### src/rtl/cdb_arbiter.sv
// Common data bus arbiter: one holding FIFO per result producer, round-robin
// selection of a FIFO head, and one registered broadcast per cycle.
module cdb_arbiter #(
  parameter int NUM_SRC      = 3,
  parameter int ROB_SIZE_BIT = 4,
  parameter int FIFO_DEPTH   = 2
) (
  input  logic                            clk_in,
  input  logic                            rst_in,
  input  logic                            rdy_in,
  input  logic                            clear,
  input  logic [NUM_SRC-1:0]              src_valid,
  input  logic [NUM_SRC*ROB_SIZE_BIT-1:0] src_rob_id,
  input  logic [NUM_SRC*32-1:0]           src_value,
  output logic [NUM_SRC-1:0]              src_ready,
  output logic                            cdb_valid,
  output logic [ROB_SIZE_BIT-1:0]         cdb_rob_id,
  output logic [31:0]                     cdb_value,
  output logic [1:0]                      cdb_src
);

  localparam int PTR_W = (FIFO_DEPTH > 1) ? $clog2(FIFO_DEPTH) : 1;
  localparam int CNT_W = $clog2(FIFO_DEPTH + 1);
  localparam logic [CNT_W-1:0] DEPTH_C   = CNT_W'(FIFO_DEPTH);
  localparam logic [PTR_W-1:0] PTR_LAST  = PTR_W'(FIFO_DEPTH - 1);
  localparam logic [1:0]       LAST_INIT = 2'(NUM_SRC - 1);

  logic [ROB_SIZE_BIT-1:0] rob_mem [NUM_SRC][FIFO_DEPTH];
  logic [31:0]             val_mem [NUM_SRC][FIFO_DEPTH];

  logic [NUM_SRC-1:0][PTR_W-1:0] head;
  logic [NUM_SRC-1:0][PTR_W-1:0] tail;
  logic [NUM_SRC-1:0][CNT_W-1:0] count;
  logic [1:0]                    last_grant;

  logic [NUM_SRC-1:0] nonempty;
  logic [NUM_SRC-1:0] push;
  logic [NUM_SRC-1:0] pop;
  logic               any_grant;
  logic [1:0]         winner;
  logic               advance;

  function automatic logic [PTR_W-1:0] ptr_next(input logic [PTR_W-1:0] p);
    return (p == PTR_LAST) ? '0 : p + 1'b1;
  endfunction

  assign advance = rdy_in & ~clear;

  // NOTE: every signal assigned in always_comb gets a default first so no latch is inferred.
  always_comb begin
    src_ready = '0;
    nonempty  = '0;
    push      = '0;
    for (int i = 0; i < NUM_SRC; i++) begin
      src_ready[i] = (count[i] < DEPTH_C);
      nonempty[i]  = (count[i] != '0);
      push[i]      = advance & src_valid[i] & src_ready[i];
    end
  end

  // Round-robin scan starting one past the previous winner.
  always_comb begin
    any_grant = 1'b0;
    winner    = last_grant;
    for (int k = 0; k < NUM_SRC; k++) begin
      if (!any_grant && nonempty[(int'(last_grant) + 1 + k) % NUM_SRC]) begin
        any_grant = 1'b1;
        winner    = 2'((int'(last_grant) + 1 + k) % NUM_SRC);
      end
    end
  end

  always_comb begin
    pop = '0;
    for (int i = 0; i < NUM_SRC; i++) begin
      pop[i] = advance & any_grant & (winner == 2'(i));
    end
  end

  // NOTE: payload storage is not reset; count and pointers alone decide which entries are live.
  always_ff @(posedge clk_in) begin
    for (int i = 0; i < NUM_SRC; i++) begin
      if (push[i]) begin
        rob_mem[i][tail[i]] <= src_rob_id[i*ROB_SIZE_BIT +: ROB_SIZE_BIT];
        val_mem[i][tail[i]] <= src_value[i*32 +: 32];
      end
    end
  end

  always_ff @(posedge clk_in or posedge rst_in) begin
    if (rst_in) begin
      head       <= '0;
      tail       <= '0;
      count      <= '0;
      last_grant <= LAST_INIT;
      cdb_valid  <= 1'b0;
      cdb_rob_id <= '0;
      cdb_value  <= '0;
      cdb_src    <= '0;
    end else if (clear) begin
      head      <= '0;
      tail      <= '0;
      count     <= '0;
      cdb_valid <= 1'b0;
    end else if (rdy_in) begin
      for (int i = 0; i < NUM_SRC; i++) begin
        if (push[i]) tail[i] <= ptr_next(tail[i]);
        if (pop[i])  head[i] <= ptr_next(head[i]);
        count[i] <= count[i] + CNT_W'(push[i]) - CNT_W'(pop[i]);
      end
      cdb_valid <= any_grant;
      if (any_grant) begin
        cdb_rob_id <= rob_mem[winner][head[winner]];
        cdb_value  <= val_mem[winner][head[winner]];
        cdb_src    <= winner;
        last_grant <= winner;
      end
    end
  end

endmodule
### config.mk
export PLATFORM = sky130hd
export DESIGN_NAME = cdb_arbiter
export DESIGN_NICKNAME = d
export VERILOG_FILES = /design/src/rtl/cdb_arbiter.sv
export SDC_FILE = /design/constraint.sdc
export NUM_CORES = 1
export LEC_CHECK = 0
export CAP_MARGIN = 20
export CORE_ASPECT_RATIO = 1.1
export CORE_MARGIN = 2
export CORE_UTILIZATION = 50
export CTS_BUF_LIST = sky130_fd_sc_hd__clkbuf_8 sky130_fd_sc_hd__clkbuf_16
export DETAILED_ROUTE_END_ITERATION = 10
export GPL_TIMING_DRIVEN = 0
export PLACE_DENSITY = 0.74
export SLEW_MARGIN = 5
export SYNTH_ARGS = -nofsm -noshare
export SYNTH_HDL_FRONTEND = slang
export SYNTH_SLANG_ARGS = --single-unit
### constraint.sdc
create_clock -name clk_in -period 5 [get_ports clk_in]
set_input_delay 1 -clock clk_in [delete_from_list [all_inputs] [get_ports clk_in]]
set_output_delay 1 -clock clk_in [all_outputs]
set_load 0.01 [all_outputs]
# ---- After elaboration in Yosys (flattened, before gate mapping)
# Memory sizes are Yosys's and may differ from the RTL's.
# Cells that the tools add are included.
# Widths: inputs -> output; s select.
dict set report word_totals {
  register_bits 53
  ram_bits 216
  output_inout_bits 42
  n_memories 2
}
dict set report op_classes {
  addsub 15
  n_div 3
  n_lt_le_gt_ge 14
  eq_ne 2
  mux 64
  n_bitwise 16
  reduce_logical 25
}
# memory depth word_bits rd rd_clocked_by_memory_dff wr line_no
set memory_table {}
lappend memory_table {val_mem 3 64 1 0 3 29} ;# logic [31:0] val_mem [NUM_SRC][FIFO_DEPTH];
lappend memory_table {rob_mem 3 8 1 0 3 28} ;# logic [ROB_SIZE_BIT-1:0] rob_mem [NUM_SRC][FIFO_DEPTH];
# op count
set ops {}
lappend ops {{$mux 32} 6}
lappend ops {{$mux 64} 3}
lappend ops {{$demux 32 s1} 3}
lappend ops {{$lt 32x4->1 const B} 3}
lappend ops {{$mod 32x3->32 const B} 3}
lappend ops {{$add 32x2->32 const B} 1}
lappend ops {{$mux 1} 27}
lappend ops {{$mux 4} 6}
lappend ops {{$mux 8} 3}
lappend ops {{$reduce_bool 2->1} 10}
lappend ops {{$demux 4 s1} 3}
lappend ops {{$mux 3} 4}
lappend ops {{$mux 6} 2}
lappend ops {{$reduce_and 2->1} 6}
lappend ops {{$and 1x1->1} 11}
lappend ops {{$bmux 1 s2} 4}
lappend ops {{$ge 2x2->1 const B} 4}
lappend ops {{$not 1->2} 4}
lappend ops {{$add 1x1->1 const B} 6}
lappend ops {{$add 2x1->2} 3}
lappend ops {{$lt 2x1->1 const B} 3}
lappend ops {{$lt 2x2->1 const B} 3}
lappend ops {{$mux 2} 3}
lappend ops {{$sub 2x1->2} 3}
lappend ops {{other kinds (10)} 15}

# ---- Longest topological paths before layout
dict set report depth {
  ltp_word 18
  mapped_depth 18
  ltp_nobuf 15
}

# ---- Least setup slack after synthesis
# OpenSTA, ideal clock, no wires.
dict set report synth_path {
  kind {input -> register}
  start {input rdy_in}
  end {memory rob_mem[0][0] (netlist bit) (enable)}
  t_arrival_ns 3.380
  slack_ns 1.190
  stages 5
  path_buffers 2
  cell_sequence {clkbuf_1 > nor2b_1 > clkbuf_1 > nand3_1 > nor2_1}
}
# element line_no
set synth_lines {}
lappend synth_lines {{start, declared} 10} ;# input logic rdy_in,
lappend synth_lines {{end, declared} 28}

# ---- Final worst setup path
dict set report layout_path {
  start {register last_grant[1]}
  end {register count[5] (netlist bit)}
}
dict set report layout_between {
  elab_chain_len 17
}
# element line_no
set layout_lines {}
lappend layout_lines {{start, declared} 34} ;# logic [1:0] last_grant;
lappend layout_lines {{start signal, assigned} 116} ;# last_grant <= winner;
lappend layout_lines {{parallel branches: the longest is 13 deep, another holds $add 32x2->32} --}
lappend layout_lines {{$and 1x1->1 (*)} 76} ;# pop[i] = advance & any_grant & (winner == 2'(i));
lappend layout_lines {{$sub 2x1->2 (*)} 109} ;# count[i] <= count[i] + CNT_W'(push[i]) - CNT_W'(pop[i]);
lappend layout_lines {{$mux 6 (*)} 105} ;# end else if (rdy_in) begin
lappend layout_lines {{$mux 6 (*)} 100} ;# end else if (clear) begin
lappend layout_lines {{end signal, assigned by index} 109}
lappend layout_lines {{end, declared} 33} ;# logic [NUM_SRC-1:0][CNT_W-1:0] count;
# Mark *: on every way between the ends. The select of a mux whose other input is x is not followed.
# A chain may end at the register's enable or synchronous reset.

==> results.md <==
- Max rail drop VDD: between 500 and 600 uV
- DP HPWL: 17600 um
- Routed wire per std cell: 22.2 um
- Routability cong.: 0.784
- Largest net degree at the start of global routing: 28
- GR Util All Layers: 23.1%
- Crit-path max FO: 10
- Combinational share of power: 48.4%
- Syn-to-layout area delta: 27.7%
- Slew headroom: around 48%
- Critical Path RT: roughly 5.4 ns
- Layout Skew: 0.0189 ns
- Pint: 0.00584 W
- Antenna violations before repair: 3
- Post-route DRC: 0
- Die width: 144 um
- Row cnt: 56
- Critical Path Max Stage Delay: 0.58 ns
- CP startpoint kind: register
- IO buf count: between 150 and 200
- Crit path time final: 4.18 ns
- Switching Power: 0.00351 W
- F_max: 239 MHz
- Clock transition at path regs: 0.06 ns
- Crit path max-delay family: buffers and inverters
- Register area: roughly 8000 um2
- Unique masters post-synth: 54
- Antenna diodes: 0
- Cts repair resizes: 0
- I/O pins: 157
- Top_reg_cell synth: edfxtp_1
- Place WS: 0.843 ns
- Area contributors post-synth: edfxtp_1 60%, dfrtp_1 12%, mux2i_1 7.0%
- Area leader, netlist: edfxtp_1
- Cells along the critical path: ha_1 -> buf_2 -> nor3b_1 -> o31ai_1 -> nor4_2 -> nor2_1 -> buf_2 -> clkbuf_1 -> nand3b_1 -> inv_1 -> ha_1 -> inv_1 -> ha_1 -> xor2_1 -> nand2_1 -> xnor2_1 -> nor2_1
- First drt pass iteration count: 4
- Switching part of the total: between 30% and 40%
- Pwr Density: 678 nW/um2
- Initial DRC Count: 482
- Setup WS post-layout: 0.821 ns
- Synth Cell Area: 10800 um2
- Final WL: ~26000 um
- Final net count: 999
- Critical path buffer and inverter count: 5
- Final Hold Viols: 0
- Worst-margin pin slew: 0.781 ns
- Worst Path Arrival: 4.57 ns
- Area of the multi-input gates: 2680 um2
- Finished Layout Cells: 1185
- Leakage: 5.00 nW
- Core ar.: around 21000 um2
- Worst Setup End Kind: register
- Total number of vias: 6740
- Die height: 158 um
- CTS max path bufs: 3
- Setup violators final: 0
- H-tree depth: 1
- Status: finished, final reports clean
- Slowest CP cell: dfstp_2
- CP dominant cell by count: ha_1
- Register share of total power: 30.3%
- Syn Area/Cell: 15.8 um2
- Syn Nets: 809
- Post-synth top area share: about three fifths
- Clock power frac: 21.3%
- Share of post-route cells with drive strength above 1: 10.4%
- CTS tree: yes
- Synth Warn #: 0
- Global-route wire length before repair: 38900 um
- Placed insts: 1137
- Hold Path Class: reg -> reg
- Root Buffer: clkbuf_16
- CTS Sinks: 268
- Syn Inst Count: 685
- Setup Buffers After CTS: 0
- Crit path kind: reg -> reg
- Number of synthesized flops with an enable pin: 216
- Max Transition Viols Final: 0
- RSZ-0062 raised after global routing: no
- Synth Register Bits: 268
- Vias per cell: 5.69
- Initial cell density of the core: approximately half
- Gr ovfl total: 0
- Number of global-route vias before repair: 6835
- Die area: 22800 um2
- Skew-Pair Late Insertion Delay: roughly 0.53 ns
- Max-cap violation count: 0
- Remaining antenna violation count: 0
- Hold_buf cts: 0
- Post-synth ARST share: roughly a fifth
- Total CTS buffers: 26
- Fillcell total: between 1500 and 2000
- Tcrit/Tclk final: 83.6%
- Sequential area share after synthesis: between 70 and 80%
-- cell usage after synthesis (4+ instances only) --
cell type / count
buf_6: 7
o21ai_0: 4
xnor2_1: 5
mux2i_1: 76
buf_2: 11
buf_12: 5
nand3_1: 5
a221o_1: 36
nand3b_1: 4
edfxtp_1: 216
a2111oi_0: 35
xor2_1: 4
nor2_1: 92
ha_1: 9
a21oi_1: 39
nand2_1: 5
clkbuf_1: 21
dfrtp_1: 51
inv_1: 15
-- layer usage --
layer	track usage, %	share of wire [%]
met1	30.0	40
met4	6.70	1.9
met5	0	0.049
met3	3.72	7.0
met2	40.3	51
-- layout make-up --
class / count / area share [%]
clock buffers: 28 / 4.91
plain buffers: 46 / 2.38
well taps: 290 / 2.63
inverters: 15 / 0.408
multi-input cells: 356 / 19.4
repair buffers: 162 / 12.3
flip-flops and latches: 268 / 56.4
clock inverters: 20 / 1.48
-- state kept, by name, summed over array words and instances (netlist names) --
register	count
val_mem	192
tail	3
head	3
rob_mem	24
cdb_valid	1
cdb_value	32
count	6
cdb_src	1
last_grant	2
cdb_rob_id	4
-- worst register-to-register path: stages (launching register included) --
cell	delay [ns]
dfstp_2	0.58
ha_1	0.23
buf_2	0.17
nor3b_1	0.17
o31ai_1	0.29
nor4_2	0.11
nor2_1	0.41
buf_2	0.33
clkbuf_1	0.52
nand3b_1	0.25
inv_1	0.06
ha_1	0.29
inv_1	0.06
ha_1	0.15
xor2_1	0.15
nand2_1	0.08
xnor2_1	0.16
nor2_1	0.05
-- cells by family (layout without fill, tap and decap cells) --
| group | count (synthesis) | in the layout | synth area share [%] |
|---|---|---|---|
| mux | 77 | 77 | 7.25 |
| xor+xnor | 9 | 9 | 0.729 |
| flops | 268 | 268 | 72.1 |
| buf+inv | 61 | 271 | 3.55 |
| fa+ha+maj | 9 | 9 | 1.04 |
| compound gates | 136 | 136 | 10.1 |
| simple gates | 125 | 125 | 5.24 |
-- path summary, 6_finish.rpt --
path	from	endpoint	slack [ns]	cells past startpoint
worst max-delay path	last_grant[1]	count[5]	0.82	17
worst min-delay path	cdb_valid	cdb_valid	0.50	2
worst max register to register	last_grant[1]	count[5]	0.82	17
worst min register to register	cdb_valid	cdb_valid	0.50	2
max in group asynchronous	rst_in	cdb_rob_id[1]	3.50	3
min in group asynchronous	rst_in	cdb_value[7]	0.89	2
-- per-stage QoR --
| stage | area [um2] | setup TNS (ns) | utilization (%) | hold WS, ns | power, W |
|---|---|---|---|---|---|
| after global routing | 13800 | 0 | 64.8 | 0.526 | 0.00980 |
| after floorplan | 10800 | 0 | - | 0.483 | 0.00593 |
| after global placement | 12700 | -119.45 | 59.7 | 0.483 | 0.00729 |
| after detailed placement | 12900 | 0 | 60.6 | 0.491 | 0.00739 |
| final | 13800 | 0 | 64.8 | 0.496 | 0.00935 |
| after CTS | 13800 | 0 | 64.8 | 0.505 | 0.00938 |
-- power by group through the flow --
stage                     registers, W  clock network, W  logic [W]
after CTS                      0.00284           0.00201    0.00453
after global routing           0.00286           0.00211    0.00483
after floorplan                0.00289                 0    0.00304
after detailed placement       0.00288                 0    0.00451
final                          0.00284           0.00199    0.00452
after global placement         0.00288                 0    0.00441
-- placed cells by master (no fill, tap or decap), types with 6 or more instances in the layout --
master | Yosys | routed
nor2_1 | 92 | 86
ha_1 | 9 | 9
clkdlybuf4s50_1 | 0 | 155
buf_6 | 7 | 7
buf_12 | 5 | 11
a21oi_1 | 39 | 39
a2111oi_0 | 35 | 35
inv_1 | 15 | 18
buf_2 | 11 | 11
nor2_4 | 0 | 6
clkbuf_1 | 21 | 21
mux2i_1 | 76 | 76
clkbuf_16 | 0 | 26
edfxtp_1 | 216 | 216
dfrtp_1 | 51 | 51
clkinv_2 | 0 | 6
a221o_1 | 36 | 36
Note: power is estimated with default switching activity, not from simulation.
